### src/rtl/alu_result_buffer_pkg.sv
// alu_result_buffer_pkg: shared ALU widths, flag bit positions and flag derivation
package alu_result_buffer_pkg;
  localparam int ALU_WIDTH = 4;
  localparam int FLG_NEG   = 0;
  localparam int FLG_CARRY = 1;
  localparam int FLG_ZERO  = 2;
  localparam int FLG_W     = 3;
  // A subtract borrows (cout=0) only when A<B; an add overflows when cout=1.
  function automatic logic [FLG_W-1:0] alu_flags(input logic sub, input logic cout, input logic is_zero);
    logic [FLG_W-1:0] f;
    f            = '0;
    f[FLG_NEG]   = sub & ~cout;
    f[FLG_CARRY] = ~sub & cout;
    f[FLG_ZERO]  = is_zero;
    return f;
  endfunction
endpackage

### src/rtl/alu_result_buffer_if.sv
// alu_result_buffer_if: upstream result handshake and downstream head-entry handshake
interface alu_result_buffer_if #(parameter int WIDTH = 4);
  logic             in_valid;
  logic             in_ready;
  logic [WIDTH-1:0] in_mag;
  logic             in_cout;
  logic             in_sub;
  logic             out_valid;
  logic             out_ready;
  logic [WIDTH-1:0] out_mag;
  logic             out_neg;
  logic             out_carry;
  logic             out_zero;
  modport slave (input in_valid, in_mag, in_cout, in_sub, out_ready,
                 output in_ready, out_valid, out_mag, out_neg, out_carry, out_zero);
  modport master (output in_valid, in_mag, in_cout, in_sub, out_ready,
                  input in_ready, out_valid, out_mag, out_neg, out_carry, out_zero);
endinterface

### src/rtl/alu_result_fifo.sv
// alu_result_fifo: synchronous FIFO with registered occupancy and synchronous flush
module alu_result_fifo #(
  parameter int DATA_W = 7,
  parameter int DEPTH  = 4
) (
  input  logic              clk,
  input  logic              rst_n,
  input  logic              clear,
  input  logic              push,
  input  logic              pop,
  input  logic [DATA_W-1:0] wdata,
  output logic [DATA_W-1:0] rdata,
  output logic              full,
  output logic              empty
);
  localparam int AW = $clog2(DEPTH);
  logic [DATA_W-1:0] r_mem [DEPTH];
  logic [AW-1:0]     r_wptr;
  logic [AW-1:0]     r_rptr;
  logic [AW:0]       r_cnt;
  logic              w_push;
  logic              w_pop;
  assign full   = r_cnt == (AW+1)'(DEPTH);
  assign empty  = r_cnt == '0;
  assign w_push = push & ~full & ~clear;
  assign w_pop  = pop & ~empty & ~clear;
  assign rdata  = r_mem[r_rptr];
  always_ff @(posedge clk or negedge rst_n) begin
    if (!rst_n) begin
      r_wptr <= '0;
      r_rptr <= '0;
      r_cnt  <= '0;
    end else if (clear) begin
      r_wptr <= '0;
      r_rptr <= '0;
      r_cnt  <= '0;
    end else begin
      if (w_push) r_wptr <= r_wptr + AW'(1);
      if (w_pop) r_rptr <= r_rptr + AW'(1);
      if (w_push != w_pop) r_cnt <= w_push ? r_cnt + (AW+1)'(1) : r_cnt - (AW+1)'(1);
    end
  end
  always_ff @(posedge clk) begin
    if (w_push) r_mem[r_wptr] <= wdata;
  end
endmodule

### src/rtl/alu_result_buffer.sv
// alu_result_buffer: flags each adder/subtractor result, queues it, and counts results/overflows
module alu_result_buffer
  import alu_result_buffer_pkg::*;
#(
  parameter int WIDTH = ALU_WIDTH,
  parameter int DEPTH = 4,
  parameter int CNT_W = 8
) (
  input  logic                clk,
  input  logic                rst_n,
  input  logic                clear,
  alu_result_buffer_if.slave  bus,
  output logic [CNT_W-1:0]    res_cnt,
  output logic [CNT_W-1:0]    ovf_cnt
);
  localparam int DW = WIDTH + FLG_W;
  logic             w_full;
  logic             w_empty;
  logic             w_push;
  logic             w_pop;
  logic [DW-1:0]    w_wdata;
  logic [DW-1:0]    w_rdata;
  logic [DW-1:0]    w_head;
  logic [FLG_W-1:0] w_flags;
  logic [CNT_W-1:0] r_res_cnt;
  logic [CNT_W-1:0] r_ovf_cnt;
  assign w_push  = bus.in_valid & ~w_full & ~clear;
  assign w_pop   = bus.out_ready & ~w_empty & ~clear;
  assign w_flags = alu_flags(bus.in_sub, bus.in_cout, bus.in_mag == '0);
  assign w_wdata = {w_flags, bus.in_mag};
  alu_result_fifo #(.DATA_W(DW), .DEPTH(DEPTH)) u_fifo (
    .clk   (clk),
    .rst_n (rst_n),
    .clear (clear),
    .push  (w_push),
    .pop   (w_pop),
    .wdata (w_wdata),
    .rdata (w_rdata),
    .full  (w_full),
    .empty (w_empty)
  );
  // Stale storage is masked so an empty buffer always presents zero outputs.
  assign w_head        = w_empty ? '0 : w_rdata;
  assign bus.in_ready  = ~w_full;
  assign bus.out_valid = ~w_empty;
  assign bus.out_mag   = w_head[WIDTH-1:0];
  assign bus.out_neg   = w_head[WIDTH+FLG_NEG];
  assign bus.out_carry = w_head[WIDTH+FLG_CARRY];
  assign bus.out_zero  = w_head[WIDTH+FLG_ZERO];
  assign res_cnt       = r_res_cnt;
  assign ovf_cnt       = r_ovf_cnt;
  always_ff @(posedge clk or negedge rst_n) begin
    if (!rst_n) begin
      r_res_cnt <= '0;
      r_ovf_cnt <= '0;
    end else if (clear) begin
      r_res_cnt <= '0;
      r_ovf_cnt <= '0;
    end else if (w_push) begin
      if (~&r_res_cnt) r_res_cnt <= r_res_cnt + CNT_W'(1);
      if (w_flags[FLG_CARRY] && ~&r_ovf_cnt) r_ovf_cnt <= r_ovf_cnt + CNT_W'(1);
    end
  end
endmodule

### src/flat_wrapper.sv
// flat-port wrapper written by rule: the top's interface ports become plain ports
module alu_result_buffer_flat import alu_result_buffer_pkg::*;
#(
  parameter int WIDTH = ALU_WIDTH,
  parameter int DEPTH = 4,
  parameter int CNT_W = 8
)
  (clk, rst_n, clear, res_cnt, ovf_cnt, bus_in_valid, bus_in_mag, bus_in_cout, bus_in_sub, bus_out_ready, bus_in_ready, bus_out_valid, bus_out_mag, bus_out_neg, bus_out_carry, bus_out_zero);
  alu_result_buffer_if #(.WIDTH(WIDTH)) bus_i ();
  input  logic clk;
  input  logic rst_n;
  input  logic clear;
  output logic [CNT_W-1:0] res_cnt;
  output logic [CNT_W-1:0] ovf_cnt;
  input wire logic [$bits(bus_i.in_valid)-1:0] bus_in_valid;
  input wire logic [$bits(bus_i.in_mag)-1:0] bus_in_mag;
  input wire logic [$bits(bus_i.in_cout)-1:0] bus_in_cout;
  input wire logic [$bits(bus_i.in_sub)-1:0] bus_in_sub;
  input wire logic [$bits(bus_i.out_ready)-1:0] bus_out_ready;
  output wire logic [$bits(bus_i.in_ready)-1:0] bus_in_ready;
  output wire logic [$bits(bus_i.out_valid)-1:0] bus_out_valid;
  output wire logic [$bits(bus_i.out_mag)-1:0] bus_out_mag;
  output wire logic [$bits(bus_i.out_neg)-1:0] bus_out_neg;
  output wire logic [$bits(bus_i.out_carry)-1:0] bus_out_carry;
  output wire logic [$bits(bus_i.out_zero)-1:0] bus_out_zero;
  assign bus_i.in_valid = bus_in_valid;
  assign bus_i.in_mag = bus_in_mag;
  assign bus_i.in_cout = bus_in_cout;
  assign bus_i.in_sub = bus_in_sub;
  assign bus_i.out_ready = bus_out_ready;
  assign bus_in_ready = bus_i.in_ready;
  assign bus_out_valid = bus_i.out_valid;
  assign bus_out_mag = bus_i.out_mag;
  assign bus_out_neg = bus_i.out_neg;
  assign bus_out_carry = bus_i.out_carry;
  assign bus_out_zero = bus_i.out_zero;
  alu_result_buffer #(.WIDTH(WIDTH), .DEPTH(DEPTH), .CNT_W(CNT_W)) u_core (.clk(clk), .rst_n(rst_n), .clear(clear), .bus(bus_i), .res_cnt(res_cnt), .ovf_cnt(ovf_cnt));
endmodule
### config.mk
export PLATFORM = sky130hd
export DESIGN_NAME = alu_result_buffer_flat
export DESIGN_NICKNAME = d
export VERILOG_FILES = /design/src/rtl/alu_result_buffer_pkg.sv /design/src/rtl/alu_result_buffer_if.sv /design/src/rtl/alu_result_fifo.sv /design/src/rtl/alu_result_buffer.sv /design/src/flat_wrapper.sv
export SDC_FILE = /design/constraint.sdc
export NUM_CORES = 1
export LEC_CHECK = 0
export ABC_AREA = 1
export CAP_MARGIN = 20
export CORE_ASPECT_RATIO = 2
export CORE_MARGIN = 5
export CORE_UTILIZATION = 55
export DETAILED_ROUTE_END_ITERATION = 12
export PLACE_DENSITY_LB_ADDON = 0.25
export REMOVE_ABC_BUFFERS = 1
export SKIP_LAST_GASP = 1
export SLEW_MARGIN = 20
export SYNTH_ARGS = -nofsm -noshare
export SYNTH_HDL_FRONTEND = slang
export SYNTH_HIERARCHICAL = 1
export SYNTH_SLANG_ARGS = --single-unit
### constraint.sdc
create_clock -name clk -period 3.36 [get_ports clk]
set_clock_uncertainty 0.2 [all_clocks]
set_input_delay 1.008 -clock clk [delete_from_list [all_inputs] [get_ports clk]]
set_output_delay 1.008 -clock clk [all_outputs]
set_load 0.01 [all_outputs]
### Word level (Yosys, flattened, before mapping)

Memory sizes are Yosys's and may differ from the RTL's.
Index checks and enable logic that the tools add are counted.

* muxes and demuxes: 16
* eq/ne operators: 3
* bitwise operators: 15
* add/subtract/negate cells: 6
* reduce and logical (&&, ||, !) cells: 13

Operators with widths (count)
* 2-to-1 mux 8 bit: 6
* adder 8 x 1 -> 8 bit, second input constant: 2
* AND reduction 8 bit: 2
* bitwise AND 1 bit: 10
* nonzero test 2 bit: 5
* 2-to-1 mux 3 bit: 3
* 2-to-1 mux 2 bit: 4
* 2-to-1 mux 7 bit: 1
* inverter 1 bit: 5
* adder 2 x 1 -> 2 bit, second input constant: 2
* logical NOT 4 bit: 1
* AND reduction 2 bit: 2
* adder 3 x 1 -> 3 bit, second input constant: 1
* equality test 3 bit, second input constant: 1
* logical NOT 3 bit: 1
* subtractor 3 x 1 -> 3 bit, second input constant: 1
* 2-to-1 mux 1 bit: 2
* inequality test 2 bit, second input constant: 1
* logical AND 1 bit: 1
* logical NOT 1 bit: 1
* inequality test 1 bit: 1

* flip-flop bits (word level): 23
* bits in writable memories: 28
* memories: 1
* input port bits: 11
* output and inout bits: 25

Memories
* u_core.u_fifo.r_mem: depth 4, width 7, read ports 1, clocked after memory_dff 0, wr ports 1, RTL line alu_result_fifo.sv:17 `logic [DATA_W-1:0] r_mem [DEPTH];`

### Longest topological paths before layout

Gate-level depths: netlist of run 1.

* word-level depth: 9
* depth in mapped cells: 15
* depth with buffers taken out: 15

### By module

Netlist of run 1, hierarchy kept.

Modules (own cells, without submodules)
* alu_result_fifo: area each 1536.5 um^2, times used 1, cells an instance 138
* alu_result_buffer: area each 1142.3 um^2, times used 1, cells an instance 169

### Worst setup path before layout of run 1

Ideal clock, no wire load.

* kind: input-to-reg
* start: input port bus_in_valid
* end: register u_core.u_fifo.r_cnt[2]
* setup time: 0.118 ns
* path buffers: 0
* stages: 11
* data arrival time: 2.341 ns
* setup slack: 0.701 ns
* cells stage by stage: nand2_1 -> nor2_1 -> nand3_2 -> inv_2 -> fa_1 -> xnor2_1 -> clkinv_1 -> nand2_1 -> nand2_1 -> nand2_1 -> nand2_1

* longest elaborated chain between the ends: 7

Ends and longest elaborated chain
* from (decl): RTL line flat_wrapper.sv:15 `input wire logic [$bits(bus_i.in_valid)-1:0] bus_in_valid;`
* bitwise AND 1 bit (*) (2 in a row): RTL line alu_result_buffer.sv:27 `assign w_push = bus.in_valid & ~w_full & ~clear;`
* via u_core.w_push: RTL line alu_result_buffer.sv:19 `logic w_push;`
* bitwise AND 1 bit (*) (2 in a row): RTL line alu_result_fifo.sv:25 `assign w_push = push & ~full & ~clear;`
* 2-to-1 mux 3 bit (2 in a row): RTL line alu_result_fifo.sv:40 `if (w_push != w_pop) r_cnt <= w_push ? r_cnt + (AW+1)'(1) : r_cnt - (AW+1)'(1);`
* 2-to-1 mux 3 bit: RTL line alu_result_fifo.sv:33 `end else if (clear) begin`
* to (signal assigned): RTL line alu_result_fifo.sv:40
* to (decl): RTL line alu_result_fifo.sv:20 `logic [AW:0] r_cnt;`

Mark *: on every way through the listed nets, which the timed path passes. The rest lies on a longest branch. The select of a mux whose other input is x is not followed.
A chain may end at the register's enable or synchronous reset.

### Worst setup path in the final report of run 1

* start: register u_core.u_fifo.r_rptr[1]
* end: output port bus_out_carry

* longest elaborated chain between the ends: 2

Ends and longest elaborated chain
* from (decl): RTL line alu_result_fifo.sv:19 `logic [AW-1:0] r_rptr;`
* from (signal assigned): RTL line alu_result_fifo.sv:39 `if (w_pop) r_rptr <= r_rptr + AW'(1);`
* memory (4 x 7 bit)
* via u_core.w_rdata[5]: RTL line alu_result_buffer.sv:22 `logic [DW-1:0] w_rdata;`
* 2-to-1 mux 7 bit: RTL line alu_result_buffer.sv:43 `assign w_head = w_empty ? '0 : w_rdata;`
* to (decl): RTL line flat_wrapper.sv:24 `output wire logic [$bits(bus_i.out_carry)-1:0] bus_out_carry;`

The timed path passes the listed nets, and every way through them passes these cells.

==> results list, run 1 <==
- Placer's final routability congestion estimate: 0.870
- On the worst path, the slowest cell contributes a delay of 0.55 ns.
* Total Wirelength: 5720 µm
- Clock tree synthesis inserted a total of 5 buffers.
- The die is 109 µm tall.
- Net switching share of the total power: 0.288
* Post-synthesis simple-gate area fraction: 0.268
- Of the total synthesized cell area, the portion taken by full adders, half adders and majority gates is 0.0355.
- The pre-antenna-repair detailed-routing pass consisted of 4 iterations.
- Among the stages of the critical path, the cell type that occurs most often is sky130_fd_sc_hd__inv_1.
- Largest net degree at the start of global routing: 24
- Sequential cell fraction of total power: 0.478
- Core ar.: 4820 µm²
- Kind of cell with the highest combined delay on the critical path: buffers and inverters
- H-tree levels: 2
- Of the total synthesized cell area, the portion taken by XOR and XNOR cells is 0.00981.
- Walking the worst path, the cells encountered are inv_1 > o21ai_0 > o22ai_1 > inv_1 > nor2_1 > clkdlybuf4s50_1.
* Vias/cell: ~5.2
- The critical path in this run is classified as register to primary output.
* Clock period minus final worst setup slack: 3.23 ns
- Multiplexer share of the synthesized area: 0
* Number of antenna violations at the first check in global routing: 0
- Count of final setup violators: 0
* DIE AREA: ~6500 µm²
* Post-synthesis register bit count: 51
- The count of buffers added on input and output ports is 35.
- Via count of the first global-routing pass: approximately 2200
- Clock-pin slew was measured on the worst setup and hold paths at about 0.090 ns.
- Final number of max-transition violations: 0
* Share of final-layout standard cells stronger than drive strength 1: 0.113
* Cell area after technology mapping: 2680 µm²
* Final Net Count: 371
- For this run the aggregate overflow at the end of global routing stands at 0.
* Largest vdd supply drop: 0.406 mV
- Transition time at the pin with the least slew margin: roughly 0.53 ns
* GRT Total Usage: 0.198
* DRC violations left: 0
- Setup repair after global routing left no endpoint under its margin.
* Initial core utilization: 0.556
- Combinational power share: 0.245
- The clock passes through at most 2 buffers.
* Number of placement rows: 36
- The Yosys step of the flow raised 6 warnings.
* Synthesized area per cell: 8.73 µm²
- The share of total power dissipated in the clock network is 0.277.
* Lkg Pwr: 1.44 nW
- The min-delay analysis places its worst path in the category register to register.
* Switching power: 0.434 mW
* Synthesized netlist cell count: around 310
- Complex-gate fraction of the synthesized area: 0.0887
- In the final routed layout, each cell accounts on average for 13.9 µm.
- After filler insertion, the fill cell instance count of the layout stands at 411.
- Post-CTS timing repair inserted 0 buffers for setup.
- Dividing total power by cell area gives a power density of approximately 460 nW/µm².
- In this run the remaining antenna-violating nets after routing total 0.
- Summed over all nets, the half-perimeter wirelength after detailed placement is approximately 4400 µm.
* Worst path slowest cell: sky130_fd_sc_hd__clkdlybuf4s50_1
- Dividing the final minimum period by the clock period gives 0.960.
* Number of endpoints with negative hold slack in the final report: 0
- The area growth from synthesis to layout is 21.4%.
* Endpoint class of the critical path: primary output
- Across the run, the number of max-cap violations was 0.
- DRC marker count from the first detailed-route iteration: 66
- TritonCTS built the clock tree.
- Sequential area share after synthesis: 0.529
- Of all nets on the critical path, the largest fanout is 9.
* Dpl cell area: 3140 µm²
* Root Driver: sky130_fd_sc_hd__clkbuf_8
- Worst relative slew slack: 0.644
- Combined area of the multi-input logic cells: around 1100 µm²
* Hold_buf cts: 0
* Startpoint type of the worst setup path: register
* Number of top-level design ports: 36
* CP Data Arrival Time: roughly 2 ns
* Combinational family with the most area after synthesis: simple AND/OR/NAND/NOR gates
- Reg area: 1420 µm²
- The flow ran to the end, and the final reports show no timing, DRC or antenna violations.
- Sink Count: between 50 and 60
- Cell-internal power: 1.07 mW
* Horizontal die dimension: 59.4 µm
- Clock Latency Late Sink: approximately 0.3 ns
- Synth unique cells: 33
- FMAX: 310 MHz
- Buffer and inverter count on the worst path: 3
* Data required time at the worst endpoint: 2.15 ns
- 0 antenna diodes ended up in the layout.
- Setup TNS after final layout: 0 ns
* Final Instance Area: 3250 µm²
- First-pass GRT wire length: 9680 µm
- Vias: around 2100
## power by group through the flow
stage / logic (mW) / registers (mW) / clock network, mW
CTS: 0.374 / 0.719 / 0.428
finish: 0.370 / 0.720 / 0.418
global route: 0.414 / 0.724 / 0.457
detailed placement: 0.373 / 0.732 / 0
floorplan: 0.205 / 0.728 / 0
global placement: 0.364 / 0.731 / 0
## synthesized netlist by cell type
cell                        n  share of area
sky130_fd_sc_hd__dfrtp_1   23           0.21
sky130_fd_sc_hd__nor2_4     4          0.017
sky130_fd_sc_hd__nand3_1   19          0.035
sky130_fd_sc_hd__o21ai_2    3         0.0098
sky130_fd_sc_hd__clkinv_1   2         0.0028
sky130_fd_sc_hd__ha_1       6          0.028
sky130_fd_sc_hd__nand3_2    1         0.0037
sky130_fd_sc_hd__nor2_2     1         0.0023
sky130_fd_sc_hd__nand2_4    2         0.0084
sky130_fd_sc_hd__nand2_1   73           0.10
sky130_fd_sc_hd__o21bai_1   1         0.0028
sky130_fd_sc_hd__nor2_1    49          0.069
sky130_fd_sc_hd__nand2_2    5          0.012
sky130_fd_sc_hd__o21ai_1    3         0.0056
sky130_fd_sc_hd__nor4_1     1         0.0023
sky130_fd_sc_hd__buf_2      2         0.0037
sky130_fd_sc_hd__o21ai_0   17          0.032
sky130_fd_sc_hd__clkbuf_1   1         0.0014
sky130_fd_sc_hd__edfxtp_1  28           0.31
sky130_fd_sc_hd__xor2_1     1         0.0033
sky130_fd_sc_hd__xnor2_1    2         0.0065
sky130_fd_sc_hd__a21oi_1    5         0.0093
sky130_fd_sc_hd__a21oi_2    1         0.0033
sky130_fd_sc_hd__nor2_8     1         0.0075
sky130_fd_sc_hd__inv_2      3         0.0042
sky130_fd_sc_hd__nor3_1     2         0.0037
sky130_fd_sc_hd__a21boi_2   1         0.0042
sky130_fd_sc_hd__inv_1     38          0.053
sky130_fd_sc_hd__fa_1       1         0.0075
sky130_fd_sc_hd__o21a_4     1         0.0056
sky130_fd_sc_hd__o22ai_1    7          0.016
sky130_fd_sc_hd__buf_6      1         0.0042
sky130_fd_sc_hd__nand4_1    2         0.0047
## layer usage
metal / vias up / global-route usage / part of all wire
met1: 1021 / 0.205 / 0.36
met3: 8 / 0.0273 / 0.034
met5: - / 0 / 0
met2: 37 / 0.374 / 0.59
met4: 0 / 0.0891 / 0.019
li1: 1081 / - / -
## per-stage QoR
step	std cells	utilization	worst slack (ns)	total power, mW	hold slack [ns]
after floorplan	303	-	0.701	0.933	0.346
after global placement	403	0.651	0.275	1.10	0.334
after detailed placement	403	0.651	0.203	1.11	0.347
after CTS	411	0.674	0.0114	1.52	0.372
after global routing	411	0.675	0.00729	1.59	0.422
final	411	0.675	0.134	1.51	0.363
## cells by family after synthesis
| logic type | after synthesis |
|---|---|
| flops | 51 |
| fa+ha+maj | 7 |
| xor+xnor | 3 |
| buf+inv | 47 |
| simple gates | 160 |
| compound gates | 39 |
## flip-flops by register name, summed over array words and instances (netlist names)
signal	cells
u_core/u_fifo/r_mem	28
u_core/ovf_cnt	8
u_core/res_cnt	8
u_core/u_fifo/r_cnt	3
u_core/u_fifo/r_rptr	2
u_core/u_fifo/r_wptr	2
## worst register-to-register path: stages, from the launching register on
cell and delay (ns):
sky130_fd_sc_hd__dfrtp_1 0.44, sky130_fd_sc_hd__nor2_4 0.17, sky130_fd_sc_hd__nand2_1 0.13, sky130_fd_sc_hd__inv_1 0.08
sky130_fd_sc_hd__inv_1 0.05, sky130_fd_sc_hd__nand2_1 0.08, sky130_fd_sc_hd__nor2_1 0.07, sky130_fd_sc_hd__nand3_2 0.14
sky130_fd_sc_hd__inv_2 0.07, sky130_fd_sc_hd__fa_1 0.37, sky130_fd_sc_hd__xnor2_1 0.23, sky130_fd_sc_hd__clkinv_1 0.09
sky130_fd_sc_hd__nand2_1 0.07, sky130_fd_sc_hd__nand2_1 0.05, sky130_fd_sc_hd__nand2_1 0.06, sky130_fd_sc_hd__nand2_1 0.05
## final timing paths
path / from / to / slack (ns) / depth (start not counted)
max: u_core/u_fifo/r_rptr[1] / bus_out_carry / 0.13 / 6
min: u_core/res_cnt[1] / u_core/res_cnt[1] / 0.36 / 2
max reg2reg: u_core/u_fifo/r_cnt[1] / u_core/u_fifo/r_cnt[2] / 0.92 / 15
min reg2reg: u_core/res_cnt[1] / u_core/res_cnt[1] / 0.36 / 2
max in group asynchronous: rst_n / u_core/u_fifo/r_rptr[0] / 1.85 / 2
min in group asynchronous: rst_n / u_core/ovf_cnt[1] / 0.85 / 2
## cell usage in the layout (no fill, tap or decap), drive strengths merged, types with 2 or more instances in the layout
cell	netlist	layout
edfxtp	28	28
nand3	20	20
dfrtp	23	23
clkdlybuf4s50	0	35
a21oi	6	6
nand2	80	80
xnor2	2	2
nand4	2	2
nor3	2	2
buf	3	8
o21ai	23	23
clkbuf	1	5
o22ai	7	7
inv	41	41
ha	6	6
clkinv	2	4
nor2	55	55
## cell type report
type	count	share of cell area
Sequential cell	51	0.436
Multi-Input combinational cell	209	0.331
Timing Repair Buffer	43	0.126
Inverter	43	0.0504
Tap cell	57	0.0219
Clock buffer	5	0.0212
Clock inverter	3	0.0135
## repair_timing
| action | 4_1_cts | 5_1_grt |
|---|---|---|
| resized for setup | 0 | 2 |
| hold endpoints to repair | 0 | 0 |
| endpoints found under the setup margin | 0 | 7 |
Note: power is estimated with default switching activity, not from simulation.
==> run 2, diff against run 1 <==
--- a/config.mk
+++ b/config.mk
@@ -6,7 +6,7 @@
 export NUM_CORES = 1
 export LEC_CHECK = 0
 export ABC_AREA = 1
-export CAP_MARGIN = 20
+export CAP_MARGIN = 40
 export CORE_ASPECT_RATIO = 2
 export CORE_MARGIN = 5
 export CORE_UTILIZATION = 55
@@ -19,3 +19,4 @@
 export SYNTH_HDL_FRONTEND = slang
 export SYNTH_HIERARCHICAL = 1
 export SYNTH_SLANG_ARGS = --single-unit
+export TNS_END_PERCENT = 20
==> results of run 2 <==
No change in the layout: final DEF, timing and power equal those of run 1.
